`config.mk`:
```
export PLATFORM = sky130hd
export DESIGN_NAME = ic_capture_ctrl
export DESIGN_NICKNAME = d
export VERILOG_FILES = /design/src/rtl/ic_capture_ctrl.sv
export SDC_FILE = /design/constraint.sdc
export NUM_CORES = 1
export LEC_CHECK = 0
export BUFFER_PORTS_ARGS = -buffer_cell sky130_fd_sc_hd__buf_4
export CAP_MARGIN = 25
export CORE_UTILIZATION = 60
export DETAILED_ROUTE_END_ITERATION = 8
export PLACE_DENSITY = 0.82
export REMOVE_ABC_BUFFERS = 1
export SYNTH_ARGS = -nofsm -noshare
export SYNTH_HDL_FRONTEND = slang
export SYNTH_SLANG_ARGS = --single-unit
export TNS_END_PERCENT = 20
```
`constraint.sdc`:
```
create_clock -name clk -period 5.95 [get_ports clk]
set_input_delay 0.2975 -clock clk [delete_from_list [all_inputs] [get_ports clk]]
set_output_delay 0.2975 -clock clk [all_outputs]
set_load 0.005 [all_outputs]
```
`src/rtl/ic_capture_ctrl.sv`:
```
// ic_capture_ctrl: input-capture controller; synchronises ins, qualifies edges by mode/prescaler
// and timestamps each qualifying edge into a first-word-fall-through capture FIFO.
module ic_capture_ctrl #(
    parameter int FIFO_DEPTH = 4,
    parameter int TW         = 16
) (
    input  logic          clk,
    input  logic          rst_n,
    input  logic          en,
    input  logic [2:0]    icm,
    input  logic [1:0]    ictmr,
    input  logic [1:0]    ici,
    input  logic [TW-1:0] t_val_bi_0,
    input  logic [TW-1:0] t_val_bi_1,
    input  logic          ins,
    input  logic          rd_i,
    output logic [31:0]   icbuf,
    output logic          icbne,
    output logic          icov,
    output logic          ic_irq
);
    localparam int AW = $clog2(FIFO_DEPTH);
    localparam logic [1:0] S_OFF = 2'd0, S_RUN = 2'd1, S_OVF = 2'd2;

    logic            s1, s2, s3;
    logic [1:0]      state;
    logic [2:0]      icm_q;
    logic [1:0]      ici_q, irq_cnt;
    logic [3:0]      pre;
    logic [AW-1:0]   wr_ptr, rd_ptr;
    logic [AW:0]     cnt;
    logic [31:0]     mem [FIFO_DEPTH];
    logic            rise, fall, active, live, full, evt, pop, push, drop;
    logic [3:0]      pre_last;
    logic [15:0]     t0x, t1x;
    logic [31:0]     stamp;

    assign rise     = s2 & ~s3;
    assign fall     = ~s2 & s3;
    assign active   = en && icm != 3'd0 && icm < 3'd6;
    assign live     = state != S_OFF;
    assign full     = cnt == (AW+1)'(FIFO_DEPTH);
    assign pre_last = icm[0] ? 4'd15 : 4'd3;
    assign t0x      = 16'(t_val_bi_0);
    assign t1x      = 16'(t_val_bi_1);
    assign stamp    = ictmr[1] ? {t1x, t0x} : {16'h0, ictmr[0] ? t1x : t0x};

    always_comb begin
        evt  = (icm == 3'b001) ? (rise | fall) :
               (icm == 3'b010) ? fall :
               (icm == 3'b011) ? rise :
               (icm[2] && !icm[1]) ? (rise && pre == pre_last && icm == icm_q) : 1'b0;
        pop  = live && rd_i && cnt != '0;
        push = live && evt && (!full || pop);
        drop = live && evt && full && !pop;
    end

    assign icbne = cnt != '0;
    assign icbuf = icbne ? mem[rd_ptr] : 32'h0;
    assign icov  = state == S_OVF;

    // Sync chain and config history run regardless of en so re-enabling sees no stale edge.
    always_ff @(posedge clk or negedge rst_n) begin
        if (!rst_n) begin
            {s1, s2, s3} <= 3'b000;
            icm_q        <= 3'd0;
            ici_q        <= 2'd0;
        end else begin
            {s1, s2, s3} <= {ins, s1, s2};
            icm_q        <= icm;
            ici_q        <= ici;
        end
    end

    always_ff @(posedge clk or negedge rst_n) begin
        if (!rst_n) begin
            state   <= S_OFF;
            wr_ptr  <= '0;
            rd_ptr  <= '0;
            cnt     <= '0;
            pre     <= 4'd0;
            irq_cnt <= 2'd0;
            ic_irq  <= 1'b0;
        end else if (!active) begin
            state   <= S_OFF;
            wr_ptr  <= '0;
            rd_ptr  <= '0;
            cnt     <= '0;
            pre     <= 4'd0;
            irq_cnt <= 2'd0;
            ic_irq  <= 1'b0;
        end else begin
            state   <= (state == S_OFF) ? S_RUN :
                       drop ? S_OVF :
                       (state == S_OVF && cnt == '0) ? S_RUN : state;
            wr_ptr  <= push ? wr_ptr + AW'(1) : wr_ptr;
            rd_ptr  <= pop ? rd_ptr + AW'(1) : rd_ptr;
            cnt     <= cnt + {{AW{1'b0}}, push} - {{AW{1'b0}}, pop};
            pre     <= (icm != icm_q) ? 4'd0 :
                       (icm[2] && rise) ? ((pre == pre_last) ? 4'd0 : pre + 4'd1) : pre;
            irq_cnt <= (ici != ici_q) ? 2'd0 :
                       push ? ((irq_cnt == ici) ? 2'd0 : irq_cnt + 2'd1) : irq_cnt;
            ic_irq  <= ici == ici_q && push && irq_cnt == ici;
        end
    end

    always_ff @(posedge clk) begin
        if (push) mem[wr_ptr] <= stamp;
    end
endmodule

```
==> metrics.cfg <==
[routing]
first_pass_iters=4
drc=0
wire_per_inst_um=20.53
drt-vias-per-instance=5.910
drt_iter0_markers=249
detail-route-antenna-nets=0
vias=3593
drt_wl_total_um=12480

[worst_setup_path]
cpMaxStageDelayCell=or3_2
reg2reg_setup_slack_ns=2.89
end_kind=flop
critPathRequiredTime_ns=6.35
critPathLaunch=cnt[1]
worstPathArrival_ns=3.45
critPathMaxStageDelay_ns=0.81
r2r_start=cnt[1]
crit_end=cnt[2]
crit_type=reg -> reg
path_cells=or3_2 -> nor2b_1 -> ha_1 -> inv_1 -> ha_1 -> inv_1 -> fa_1 -> xor2_1 -> xnor2_1 -> nor2_1
cp-start-kind=flop
worstRegToRegCells=10
critPathMaxFanout=36
r2r-end=cnt[2]

[synthesis]
synth-seq-area-share_pct=68.68
yosysMostFrequentCell=edfxtp_1
synth_edf_count=128
yosys_register_bits=152
syn_inst=370
synthTopCellsByArea=edfxtp_1 59%, mux4_2 11%, dfrtp_1 9.3%
yosysTopAreaCell=edfxtp_1
synth_common_cells=128 x edfxtp_1, 50 x and2_1, 32 x mux4_2
synth-main-ff-cell=edfxtp_1
syn_avg_cell_area_um2=17.49
ys_warn_count=0
async_flop_share_pct=15.79
syn_area_mm2=0.006471
synth_top_area_share_pct=59.40
synth.distinct_cells=46

[cts]
cts_tree=built
clkSlewWorstSetupHoldPaths_ns=0.06
cts_hold_buf=7
insertion_delay_ns=0.52
cts_setup_buffers=0
cts_root_buf=clkbuf_8
numClockSinks=152
numCtsBuffers=17
clockBufferDepth=2
ctsHtreeMaxLevel=4
post_cts_resize_count=0

[grt]
grt_pass1_vias=3764
grt_max_degree=37
antenna_found_initial=0
overflow=0
grt_pass1_wl_um=19560
grt_usage_pct=24.28

[final_layout]
area_growth_pct=20.80
drive_gt1_share_pct=37.08
nets=513
n_antenna_cell=0

[timing]
rsz0062_at_grt=false
setup_viol=0
tightest_slew_ns=0.9116
finalCritPeriodShare_pct=51.37
slew_viol_final=0
tns_ns=0
worst_slew_margin_rel_pct=39.23
finalClockSkew_ns=0.006674
hold_viol=0
fin_crit_ns=3.057
timing.fmax_mhz=327.1
hold-worst-slack_ns=0.1351
fin_ws_ns=2.893

[place]
preCtsSetupSlack_ns=2.968
port_buffers=78
gp_congestion=0.7385
hpwl_um=7211

[die]
die_w_um=105.9
fp.dieH_um=105.9
start_util_pct=62.40
coreArea_mm2=0.01037
rows=37
io_pins=79
dieArea_mm2=0.01120

[power]
p_per_area_mw_per_mm2=298.7
p_leak_uw=0.002858
ir_drop_v=0.0001829

[min_path]
whs_path_depth=2
hp-class=in -> reg

[run_status]
outcome=finished, final reports clean

[flow_run]
max_cap_viol_count=0

-- layout by cell type (no fill, tap or decap), drive strengths merged, types with 3 or more instances in the layout --
master / count
ha: 9
dfrtp: 24
and3: 6
o21ai: 4
nand3: 3
nand2: 11
dlygate4sd3: 7
xor2: 4
xnor2: 8
clkbuf: 17
and2: 50
edfxtp: 128
clkinvlp: 7
mux4: 32
inv: 15
a21oi: 5
mux2: 16
nor2: 12
buf: 81
-- state kept, by name, summed over array words and instances, names as in the netlist, 3 cells and up --
register	count
mem	128
pre	4
cnt	3
icm_q	3
-- worst min path at each step --
stage | from | end | slack, ns
after floorplan | rst_n | cnt[0] | 0.002
after global placement | rst_n | pre[1] | 0.21
after detailed placement | rst_n | pre[0] | 0.21
after CTS | t_val_bi_0[0] | mem[2][0] | 0.11
after global routing | t_val_bi_0[6] | mem[2][6] | 0.12
final | t_val_bi_0[0] | mem[3][0] | 0.14
-- report_power, final --
group	internal (uW)	total [uW]	switching [uW]
combinational	57.9	115	57.5
sequential	1170	1170	4.31
clock	605	1050	442
-- critical path: cells and delay by family (launching register included) --
kind                     cells  cell delay [ns]
XOR/XNOR                     2             0.41
adder cells (fa/ha/maj)      3             0.82
buffers and inverters        2             0.11
flip-flops                   1             0.44
AND/OR/NAND/NOR              3             1.15
-- per-stage QoR --
stage	cells	util, %	cell area (um2)	total power (uW)
6_report	608	75.39	7818	2335
5_1_grt	608	75.39	7818	2399
4_1_cts	607	75.24	7802	2343
3_5_place_dp	568	68.96	7151	1305
3_3_place_gp	568	68.96	7151	1299
2_1_floorplan	352	-	6379	1247
-- cell families after synthesis --
kind of cell | share of synthesized area, %
flip-flops | 68.68
AND/OR/NAND/NOR | 8.991
multiplexers | 14.08
buffers and inverters | 2.011
AO/OA/AOI/OAI | 2.572
XOR/XNOR | 1.624
adder cells (fa/ha/maj) | 2.050
-- per-layer routing --
layer	global-route usage (%)	routed length (um)
met5	0	0
met4	11.21	299
met3	5.628	660
met2	39.73	6472
met1	31.14	5048
-- final cells by class --
type	instances	area, um2
repair buffers	88	685.7
flip-flops and latches	152	4446
clock inverters	15	167.7
well taps	136	170.2
clock buffers	17	414.1
fillers	589	2552
multi-input cells	190	1897
inverters	10	37.54
No activity file was read; power rests on OpenSTA's default activity.
